===== src/rtl/fetch_pkg.sv =====
// ============================================================================
// fetch_pkg : shared types and helpers for the instruction fetch stage
// Rev 1.0
// ============================================================================
`default_nettype none

package fetch_pkg;

   localparam int WORD_W      = 32;
   localparam int INSTR_BYTES = 4;

   typedef struct packed {
      logic [31:0] pc;
      logic [31:0] instr;
   } fetch_entry_t;

   function automatic logic [31:0] align_word(input logic [31:0] addr);
      return addr & ~32'h0000_0003;
   endfunction

endpackage

`default_nettype wire


===== src/rtl/fetch_buffer.sv =====
// ============================================================================
// fetch_buffer : circular FIFO of fetched {pc, instr} entries with flush
// Rev 1.0
// ============================================================================
`default_nettype none

module fetch_buffer
   import fetch_pkg::*;
#(
   parameter int DEPTH = 2
) (
   input  logic         clk,
   input  logic         rst_n,
   input  logic         push,
   input  logic         pop,
   input  logic         flush,
   input  fetch_entry_t wr_data,
   output logic         full,
   output logic         empty,
   output logic [3:0]   count,
   output fetch_entry_t head
);

   localparam int               PTR_W   = (DEPTH > 1) ? $clog2(DEPTH) : 1;
   localparam logic [PTR_W-1:0] C_LAST  = PTR_W'(DEPTH - 1);
   localparam logic [3:0]       C_DEPTH = 4'(DEPTH);

   fetch_entry_t     r_mem [DEPTH];
   logic [PTR_W-1:0] r_wr_ptr;
   logic [PTR_W-1:0] r_rd_ptr;
   logic [3:0]       r_count;

   // Explicit wrap so non-power-of-two depths work.
   function automatic logic [PTR_W-1:0] next_ptr(input logic [PTR_W-1:0] p);
      return (p == C_LAST) ? '0 : p + 1'b1;
   endfunction

   always_ff @(posedge clk or negedge rst_n) begin
      if (!rst_n) begin
         r_wr_ptr <= '0;
         r_rd_ptr <= '0;
         r_count  <= '0;
         for (int i = 0; i < DEPTH; i++) begin
            r_mem[i] <= '0;
         end
      end else if (flush) begin
         r_wr_ptr <= '0;
         r_rd_ptr <= '0;
         r_count  <= '0;
      end else begin
         if (push) begin
            r_mem[r_wr_ptr] <= wr_data;
            r_wr_ptr        <= next_ptr(r_wr_ptr);
         end
         if (pop) begin
            r_rd_ptr <= next_ptr(r_rd_ptr);
         end
         case ({push, pop})
            2'b10:   r_count <= r_count + 4'd1;
            2'b01:   r_count <= r_count - 4'd1;
            default: r_count <= r_count;
         endcase
      end
   end

   assign head  = r_mem[r_rd_ptr];
   assign count = r_count;
   assign full  = (r_count == C_DEPTH);
   assign empty = (r_count == 4'd0);

endmodule

`default_nettype wire


===== src/rtl/instruction_fetch_unit.sv =====
// ============================================================================
// instruction_fetch_unit : PC register, push/redirect arbitration, fetch queue
// Rev 1.0
// ============================================================================
`default_nettype none

module instruction_fetch_unit
   import fetch_pkg::*;
#(
   parameter logic [31:0] RESET_PC  = 32'h0000_0000,
   parameter int          BUF_DEPTH = 2
) (
   input  logic              clk,
   input  logic              rst_n,
   output logic [WORD_W-1:0] imem_pc,
   input  logic [WORD_W-1:0] imem_instr,
   input  logic              redirect_valid,
   input  logic [WORD_W-1:0] redirect_pc,
   output logic              id_valid,
   input  logic              id_ready,
   output logic [WORD_W-1:0] id_instr,
   output logic [WORD_W-1:0] id_pc,
   output logic [WORD_W-1:0] id_pc_plus4,
   output logic [3:0]        buf_count
);

   logic [WORD_W-1:0] r_pc;
   logic              w_push;
   logic              w_pop;
   logic              w_full;
   logic              w_empty;
   fetch_entry_t      w_wr_entry;
   fetch_entry_t      w_head;

   // A pop frees a slot in the same cycle, so a full buffer can still accept.
   assign w_pop      = !w_empty & id_ready;
   assign w_push     = !redirect_valid & (!w_full | w_pop);
   assign w_wr_entry = '{pc: r_pc, instr: imem_instr};

   always_ff @(posedge clk or negedge rst_n) begin
      if (!rst_n) begin
         r_pc <= RESET_PC;
      end else if (redirect_valid) begin
         r_pc <= align_word(redirect_pc);
      end else if (w_push) begin
         r_pc <= r_pc + 32'(INSTR_BYTES);
      end
   end

   fetch_buffer #(
      .DEPTH   (BUF_DEPTH)
   ) u_fetch_buffer (
      .clk     (clk),
      .rst_n   (rst_n),
      .push    (w_push),
      .pop     (w_pop),
      .flush   (redirect_valid),
      .wr_data (w_wr_entry),
      .full    (w_full),
      .empty   (w_empty),
      .count   (buf_count),
      .head    (w_head)
   );

   assign imem_pc     = r_pc;
   assign id_valid    = !w_empty;
   assign id_instr    = w_head.instr;
   assign id_pc       = w_head.pc;
   assign id_pc_plus4 = w_head.pc + 32'(INSTR_BYTES);

endmodule

`default_nettype wire

===== config.mk =====
export PLATFORM = sky130hd
export DESIGN_NAME = instruction_fetch_unit
export DESIGN_NICKNAME = d
export VERILOG_FILES = /design/src/rtl/fetch_pkg.sv /design/src/rtl/fetch_buffer.sv /design/src/rtl/instruction_fetch_unit.sv
export SDC_FILE = /design/constraint.sdc
export NUM_CORES = 1
export LEC_CHECK = 0
export CAP_MARGIN = 5
export CORE_ASPECT_RATIO = 0.7
export CORE_MARGIN = 2
export CORE_UTILIZATION = 50
export CTS_BUF_LIST = sky130_fd_sc_hd__clkbuf_16
export CTS_CLUSTER_SIZE = 8
export DETAILED_ROUTE_END_ITERATION = 10
export PLACE_DENSITY = 0.84
export RECOVER_POWER = 25
export SLEW_MARGIN = 20
export SYNTH_ARGS = -nofsm -noshare
export SYNTH_HDL_FRONTEND = slang
export SYNTH_SLANG_ARGS = --single-unit

===== constraint.sdc =====
create_clock -name clk -period 5.92 [get_ports clk]
set_input_delay 1.184 -clock clk [delete_from_list [all_inputs] [get_ports clk]]
set_output_delay 1.184 -clock clk [all_outputs]
set_load 0.01 [all_outputs]

# After elaboration in Yosys (flattened, before gate mapping)
# Cells that the tools add are included.
[classes] n_addsub=6 magnitude_cmp=3 n_eq_ne=3 mux=16 bitwise=6 reduce_logical=9
[ops] op="64-bit two-way mux" count=4
[ops] op="128-bit bitwise mux" count=1
[ops] op="32-bit by 3-bit adder with 32-bit output (second input constant)" count=2
[ops] op="64-bit demux with 1-bit select" count=1
[ops] op="32-bit two-way mux" count=2
[ops] op="4-bit one-hot mux with 2 select lines" count=1
[ops] op="1-bit two-way mux" count=6
[ops] op="4-bit by 1-bit adder with 4-bit output (second input constant)" count=1
[ops] op="4-bit by 2-bit equality test with 1-bit output (second input constant)" count=1
[ops] op="2-bit >= comparator (second input constant)" count=2
[ops] op="4-bit logical NOT" count=1
[ops] op="4-bit two-way mux" count=1
[ops] op="1-bit NOT with 2-bit output" count=2
[ops] op="2-bit nonzero test" count=2
[ops] op="4-bit by 1-bit subtractor with 4-bit output (second input constant)" count=1
[ops] op="1-bit logical NOT" count=3
[ops] op="3-bit nonzero test" count=1
[ops] op="1-bit adder (second input constant)" count=2
[ops] op="1-bit AND" count=2
[ops] op="2-bit by 1-bit equality test with 1-bit output (second input constant)" count=1
[ops] op="2-bit equality test (second input constant)" count=1
[ops] op="2-bit by 1-bit less-than comparator with 1-bit output (second input constant)" count=1
[ops] op="2-bit AND reduction" count=1
[ops] op="1-bit logical AND" count=1
[ops] op="2 further kinds" count=2
[word_totals] regBits=166 in_bits=68 output_inout_bits=133 elab_cells=51

# Depth between registers and ports, before layout
# Gate-level depths: netlist (run 1).
[logic_depth] depth_word=8 ltp_mapped=11 depth_no_buf=9

# By module
# Synthesis (run 1) repeated with hierarchy kept, for this count alone.
[unflattened] cells_unflattened=683 hier_area_um2=8683.3
[by_module_without_submodules] module="fetch_buffer" instances=1 cells_per_inst=390 area_each_um2=6286.0
[by_module_without_submodules] module="instruction_fetch_unit" instances=1 cells_per_inst=293 area_each_um2=2397.3

# Worst setup path before layout (run 1)
# Ideal clock, no wire load.
[synth_path] path_kind="register -> output" from="reg u_fetch_buffer.r_rd_ptr" to="out id_pc_plus4[26]" arrival_time_ps=2793 required_time_ps=4736 slack_ps=1943 path_stages_with_launch=12 n_path_buf=4 path_cell_list="dfrtp_1 > buf_2 > buf_2 > buf_2 > buf_2 > mux2i_1 > inv_1 > ha_1 > a21boi_1 > nand4_2 > nor3_1 > xor2_1"
[synth_via] elab_chain_cells=5
[synth_rtl] item="start, declared" line="fetch_buffer.sv:30" source="logic [PTR_W-1:0] r_rd_ptr;"
[synth_rtl] item="start signal, assigned" line="fetch_buffer.sv:56" source="r_rd_ptr <= next_ptr(r_rd_ptr);"
[synth_rtl] item="1-bit NOT with 2-bit output (not written as such)" line="fetch_buffer.sv:66" source="assign head = r_mem[r_rd_ptr];"
[synth_rtl] item="64-bit two-way mux (not written as such) (3 in series)" line="fetch_buffer.sv:66"
[synth_rtl] item="via id_pc[2]" line="instruction_fetch_unit.sv:22" source="output logic [WORD_W-1:0] id_pc,"
[synth_rtl] item="32-bit by 3-bit adder with 32-bit output" line="instruction_fetch_unit.sv:69" source="assign id_pc_plus4 = w_head.pc + 32'(INSTR_BYTES);"
[synth_rtl] item="end, declared" line="instruction_fetch_unit.sv:23" source="output logic [WORD_W-1:0] id_pc_plus4,"
# The timed path passes the listed nets, and every way through them passes these cells. The select of a mux whose other input is x is not followed.

# Worst setup path after layout (run 1)
[layout_path] from="reg u_fetch_buffer.r_rd_ptr" to="out id_pc_plus4[26]"
[layout_via] elab_chain_cells=5
[layout_rtl] item="1-bit NOT with 2-bit output (not written as such)" line="fetch_buffer.sv:66"
[layout_rtl] item="64-bit two-way mux (not written as such) (3 in series)" line="fetch_buffer.sv:66"
[layout_rtl] item="32-bit by 3-bit adder with 32-bit output" line="instruction_fetch_unit.sv:69"
# No other way between the ends. The select of a mux whose other input is x is not followed.

==> metrics.md, run 1 <==
| Metric | Value |
|---|---|
| Logic pwr share | `46.5%` |
| Worst path top cell family by delay | `flip-flops` |
| RSZ-0062 raised after global routing | `false` |
| Final period util | `79.5%` |
| Hold WC Path Type | `flip-flop to flip-flop` |
| Leakage | `4.39 nW` |
| Post-Layout Cell Count | `1103` |
| Area of the multi-input gates | `3980 µm²` |
| Worst slew pin tran | `2.86 ns` |
| Synth top area share | `48.7%` |
| FF+latch area | `4010 µm²` |
| Outcome | `complete, but fails checks` |
| Grt ovf | `0` |
| Tot Pwr | `5.57 mW` |
| Highest metal used | `met4` |
| Yosys cell types | `52` |
| CTS Buf Count | `17` |
| Inst Count DP | `1071` |
| Complex-gate fraction of the synthesized area | `3.79%` |
| Final worst path period need | `4.71 ns` |
| Final Max Tran Viols | `54` |
| Simple-gate share of the synthesized area | `11.7%` |
| Mux share of post-synthesis cell area | `25.4%` |
| Die X | `157 µm` |
| Fmax | `0.213 GHz` |
| Layout cells sized above 1 | `26.5%` |
| Slowest-stage cell, CP | `dfrtp_4` |
| Worst-path clk slew | `0.07 ns` |
| Mapped Area | `8220 µm²` |
| Core ar. | `16200 µm²` |
| Postcts setup bufs | `0` |
| Initial drt markers | `294` |
| Final Skew | `0.00787 ns` |
| Detail Placement HPWL | `13.5 mm` |
| Post-synth ARST share | `100%` |
| CP Max Fanout | `60` |
| Die area | `17500 µm²` |
| CP endpoint kind | `output pin` |
| Most common cell after layout, fill and taps aside | `clkdlybuf4s50_1` |
| Sequential cell fraction of total power | `33.9%` |
| Row Count | `39` |
| Clock Latency Late Sink | `0.42 ns` |
| Int Pwr | `3.69 mW` |
| Pwr/cell area | `513 nW/µm²` |
| Area leader, netlist | `dfrtp_1` |
| Die H | `111 µm` |
| Worst Reg2Reg Path Length in Cells | `9` |
| Util after Layout | `67.1%` |
| Initial Util | `50.7%` |
| NetSw | `1.88 mW` |
| Gpl congestion | `0.847` |
| Routed via count | `5850` |
| Num ports | `201` |
| Vias/cell | `5.30` |
| Most used DFF post-synth | `dfrtp_1` |
| Reg-to-reg slack, setup | `3.35 ns` |
| Failing checks | `capacitance limit, slew limit` |
| Post-synthesis xor/xnor area fraction | `6.29%` |
| Nets | `938` |
| TritonCTS clock tree | `built` |
| Warnings from Yosys | `0` |
| GRT Overall Usage | `23.2%` |
| Largest net degree at the start of global routing | `63` |
| N_diodes | `0` |
| Clk pwr share | `19.5%` |
| Post-Synth Adder-Cell Area | `0.853%` |
| Post-route ant nets | `0` |
| Max incr delay on CP | `0.96 ns` |
| Slew HR | `-90.6%` |
| Routed wire length | `19.6 mm` |
| Setup TNS | `0 ns` |
| First-pass GRT wire length | `31.5 mm` |
| Final setup viols | `0` |
| Most frequent cells in the layout | `189 x clkdlybuf4s50_1, 168 x mux2_2, 159 x dfrtp_1, 55 x nand2_1, 37 x xnor2_1` |
| Synth Register Bits | `160` |
| Final Hold Fails | `0` |
| Cells after Synth | `681` |
| Sw Share | `33.8%` |
| Vias in the first global route | `5895` |
| CTS Hold Bufs | `0` |
| H-tree depth | `4` |
| Worst Path Buf+Inv | `3` |
| WP data arrival | `3.52 ns` |
| Cells along the critical path | `mux2i_1 > inv_1 > ha_1 > a21boi_1 > buf_4 > nand4_2 > nor3_1 > xor2_1 > clkdlybuf4s50_1` |
| Root Driver | `clkbuf_16` |
| Port bufs | `192` |
| Avg Synthesized Cell Area | `12.1 µm²` |
| Clk buf depth | `2` |
| Main combinational cell family by area after synthesis | `multiplexers` |
| Met3 WL | `1.35 mm` |
| Remaining DRCs | `0` |
| Max cap viols | `1` |
| Crit Path Class | `flip-flop to output pin` |
| Crit path required time | `4.74 ns` |
| Sequential cell area fraction in the yosys report | `48.7%` |
| Post_cts resized | `0` |
| TritonRoute pass-1 iters | `4` |
| Worst VDD drop | `0.299 mV` |
| M1 WL | `9.31 mm` |
| Post-synth EDFFs | `0` |
| Setup crit start kind | `flip-flop` |
| Metal2 WL | `8.70 mm` |
| Area growth syn-to-layout | `32.3%` |
| Critical path depth | `9` |
| Routed len/inst | `17.7 µm` |
| Clock sinks | `160` |
| Synth top area cells | `dfrtp_1 49%, mux2_2 23%, xnor2_1 3.9%` |
| Initial antenna violation count | `0` |
| Hold Crit Depth | `1` |
| Fillcell total | `1236` |
==> final cells by class <==
type | count | share of cell area (%)
Clock buffer | 17 | 3.91
Clock inverter | 15 | 1.46
Inverter | 15 | 0.518
Multi-Input combinational cell | 472 | 36.6
Sequential cell | 160 | 36.9
Tap cell | 225 | 2.59
Timing Repair Buffer | 199 | 18.0
==> metrics by stage <==
| stage | area (µm²) | hold WS [ns] | worst slack [ns] |
|---|---|---|---|
| 3_3_place_gp | 10300 | 0.463 | 1.66 |
| 3_5_place_dp | 10300 | 0.477 | 1.64 |
| 2_1_floorplan | 8230 | 0.452 | 1.94 |
| 4_1_cts | 10900 | 0.493 | 1.18 |
| 5_1_grt | 10900 | 0.512 | 0.764 |
| 6_report | 10900 | 0.493 | 1.21 |
==> worst register-to-register path: cells and delay by family (launching register included) <==
family                     cells  cell delay (ns)
adders and majority gates      1             0.28
DFF                            1             0.45
xor gates and xnor gates       1             0.17
and+or+nand+nor                5             1.22
AOI/OAI and AO/OA              2             0.32
==> cell families (layout without fill, tap and decap cells) <==
logic type	Yosys count	after routing
simple gates	164	164
compound gates	51	51
buf+inv	54	246
fa+ha+maj	5	5
flops	160	160
other cells	1	6
mux	187	187
xor+xnor	59	59
==> state kept, by name, summed over array words and instances (netlist names) <==
name	flops
u_fetch_buffer.r_wr_ptr	1
u_fetch_buffer.r_rd_ptr	1
u_fetch_buffer.count	4
u_fetch_buffer.r_mem	124
imem_pc	30
==> metal layers <==
layer  vias to the layer above  GRT usage [%]
li1                       2777              -
met1                      2890           33.9
met2                       165           34.6
met3                        18           6.29
met4                         0           5.39
met5                         -              0
==> power by group through the flow <==
stage | Sequential [mW] | Combinational, mW | Clock, mW
2_1_floorplan | 1.75 | 1.50 | 0
6_report | 1.89 | 2.59 | 1.09
5_1_grt | 1.96 | 2.78 | 1.16
3_5_place_dp | 1.90 | 2.61 | 0
3_3_place_gp | 1.88 | 2.58 | 0
4_1_cts | 1.89 | 2.63 | 1.11
==> Yosys cell counts, drive strengths merged, types with 4 or more instances <==
cell type and n:
mux2 174, dfrtp 160, nand2 55, xnor2 37
o21ai 32, buf 29, xor2 22, nor2 21
nand4 17, nor3 17, nand3 16, inv 15
mux2i 13, clkbuf 10, nor4 8, a21oi 5
and3 4, ha 4, nor4b 4
==> path summary, 6_finish.rpt <==
check	start	to
worst min register to register	u_fetch_buffer.r_mem[41]	u_fetch_buffer.r_mem[41]
worst max register to register	u_fetch_buffer.count[0]	u_fetch_buffer.count[3]
min in group asynchronous	rst_n	u_fetch_buffer.r_mem[57]
worst max-delay path	u_fetch_buffer.r_rd_ptr	id_pc_plus4[26]
worst min-delay path	u_fetch_buffer.r_mem[41]	u_fetch_buffer.r_mem[41]
max in group asynchronous	rst_n	u_fetch_buffer.r_rd_ptr
Power figures use the tool's default switching activity.
==> run 2: changes to the inputs <==
==> constraint.sdc (replaced) <==
create_clock -name clk -period 4.55 [get_ports clk]
set_input_delay 0.91 -clock clk [delete_from_list [all_inputs] [get_ports clk]]
set_output_delay 0.91 -clock clk [all_outputs]
set_load 0.01 [all_outputs]
==> run 2 against run 1 <==
  * The run still ends with capacitance limit, slew limit left
  * Design area is 0.85% higher
  * Wire length is 0.83% lower
  * Count of clock-buffer cells in the layout unchanged
  * Clock power rose by 42%
  * Sequential share of layout area decreased by 0.31 points
  * Sequential power grew 29%
  * Critical path depth shrank 2
  * Sequential cell count unchanged
  * Critical endpoint is now id_pc_plus4[31]
==> metrics.md, run 2 (same netlist as run 1, synthesis figures left out) <==
| Metric | Value |
|---|---|
| Largest net degree at the start of global routing | `116` |
| Crit path required time | `3.64 ns` |
| Leakage | `4.44 nW` |
| Initial antenna violation count | `0` |
| CP endpoint kind | `output pin` |
| Final Max Tran Viols | `115` |
| Postcts setup bufs | `0` |
| Die X | `157 µm` |
| Most frequent cells in the layout | `190 x clkdlybuf4s50_1, 168 x mux2_2, 159 x dfrtp_1, 55 x nand2_1, 37 x xnor2_1` |
| Max cap viols | `1` |
| Setup crit start kind | `flip-flop` |
| Clk pwr share | `20.9%` |
| Grt ovf | `0` |
| Vias in the first global route | `5773` |
| Top reg by flops | `u_fetch_buffer.r_mem` |
| Detail Placement HPWL | `13.2 mm` |
| GRT Overall Usage | `22.8%` |
| Clock Latency Late Sink | `0.42 ns` |
| Util after Layout | `67.7%` |
| First-pass GRT wire length | `31.0 mm` |
| Most common cell after layout, fill and taps aside | `clkdlybuf4s50_1` |
| WP data arrival | `3.36 ns` |
| Clock sinks | `160` |
| Max reg flops | `124` |
| Routed via count | `5865` |
| Crit Path Class | `flip-flop to output pin` |
| Die H | `111 µm` |
| Worst slew pin tran | `2.85 ns` |
| TritonCTS clock tree | `built` |
| Final worst path period need | `4.27 ns` |
| Pre-CTS setup slack | `0.731 ns` |
| Nets | `938` |
| Logic pwr share | `46.2%` |
| Vias/cell | `5.32` |
| Core ar. | `16200 µm²` |
| Clk buf depth | `2` |
| Routed len/inst | `17.6 µm` |
| Initial Util | `50.7%` |
| Root Driver | `clkbuf_16` |
| Int Pwr | `4.97 mW` |
| Sequential cell fraction of total power | `32.9%` |
| Area growth syn-to-layout | `33.4%` |
| Post_cts resized | `0` |
| H-tree depth | `4` |
| RSZ-0062 raised after global routing | `false` |
| CTS Hold Bufs | `0` |
| Reg-to-reg slack, setup | `2.06 ns` |
| Sw Share | `32.9%` |
| NetSw | `2.43 mW` |
| Final setup viols | `0` |
| Pwr/cell area | `675 nW/µm²` |
| Fillcell total | `1224` |
| Final period util | `93.8%` |
| CTS Buf Count | `17` |
| Final Skew | `0.00991 ns` |
| Remaining DRCs | `0` |
| Hold WC Path Type | `flip-flop to flip-flop` |
| Initial drt markers | `372` |
| Worst-path clk slew | `0.06 ns` |
| Slew HR | `-89.9%` |
| Fmax | `0.234 GHz` |
| Post-route ant nets | `0` |
| Row Count | `39` |
| N_diodes | `0` |
| Gpl congestion | `0.831` |
| CP Max Fanout | `44` |
| Outcome | `complete, but fails checks` |
| Routed wire length | `19.4 mm` |
| Num ports | `201` |
| Setup TNS | `0 ns` |
| Layout cells sized above 1 | `26.8%` |
| FF+latch area | `4010 µm²` |
| Worst VDD drop | `0.366 mV` |
| Failing checks | `capacitance limit, slew limit` |
| Post-route setup slack | `0.280 ns` |
| Die area | `17500 µm²` |
| TritonRoute pass-1 iters | `4` |
| Final Hold Fails | `0` |
| Area of the multi-input gates | `3990 µm²` |
| Port bufs | `192` |
## run 2: cell type report
type                    instances  share of cell area (%)
inverters                      15                   0.514
repair buffers                199                    18.1
well taps                     225                    2.57
clock buffers                  17                    3.88
clock inverters                15                    1.96
flip-flops and latches        160                    36.6
multi-input cells             472                    36.4
## run 2: power by group through the flow
stage / Combinational (mW) / Clock (mW) / Sequential, mW
floorplan: 1.95 / 0 / 2.27
detailed placement: 3.43 / 0 / 2.44
CTS: 3.46 / 1.58 / 2.43
finish: 3.42 / 1.55 / 2.43
global placement: 3.39 / 0 / 2.42
global route: 3.66 / 1.64 / 2.51
## run 2: worst max-delay path: stages (launching register included)
cell and delay (ns):
dfrtp_4 0.78, buf_4 0.40, nand2_1 0.12, o22ai_1 0.26, nand4_2 0.30, nor4b_2 0.36
xor2_1 0.17, clkdlybuf4s50_1 0.55
## run 2: final timing paths
| check | start | cells past startpoint | end |
|---|---|---|---|
| min reg2reg | u_fetch_buffer.r_mem[42] | 1 | u_fetch_buffer.r_mem[42] |
| max reg2reg | u_fetch_buffer.count[0] | 9 | u_fetch_buffer.count[3] |
| min | u_fetch_buffer.r_mem[42] | 1 | u_fetch_buffer.r_mem[42] |
| max in group asynchronous | rst_n | 1 | u_fetch_buffer.r_rd_ptr |
| max | u_fetch_buffer.r_rd_ptr | 7 | id_pc_plus4[31] |
| min in group asynchronous | rst_n | 1 | u_fetch_buffer.r_mem[121] |
## run 2: routing by layer
layer / global-route usage [%] / share of wire [%] / up-vias
li1: - / - / 2773
met5: 0 / 0 / -
met2: 34.2 / 46 / 162
met1: 33.4 / 47 / 2913
met4: 5.27 / 1.2 / 0
met3: 5.79 / 6.4 / 17
## run 2: metrics by stage
stage,power [mW],area (µm²),hold slack (ns),std cells
floorplan,4.22,8230,0.452,686
global placement,5.81,10300,0.467,1071
detailed placement,5.88,10300,0.473,1071
CTS,7.47,11000,0.490,1103
global route,7.82,11000,0.508,1103
finish,7.40,11000,0.489,1103
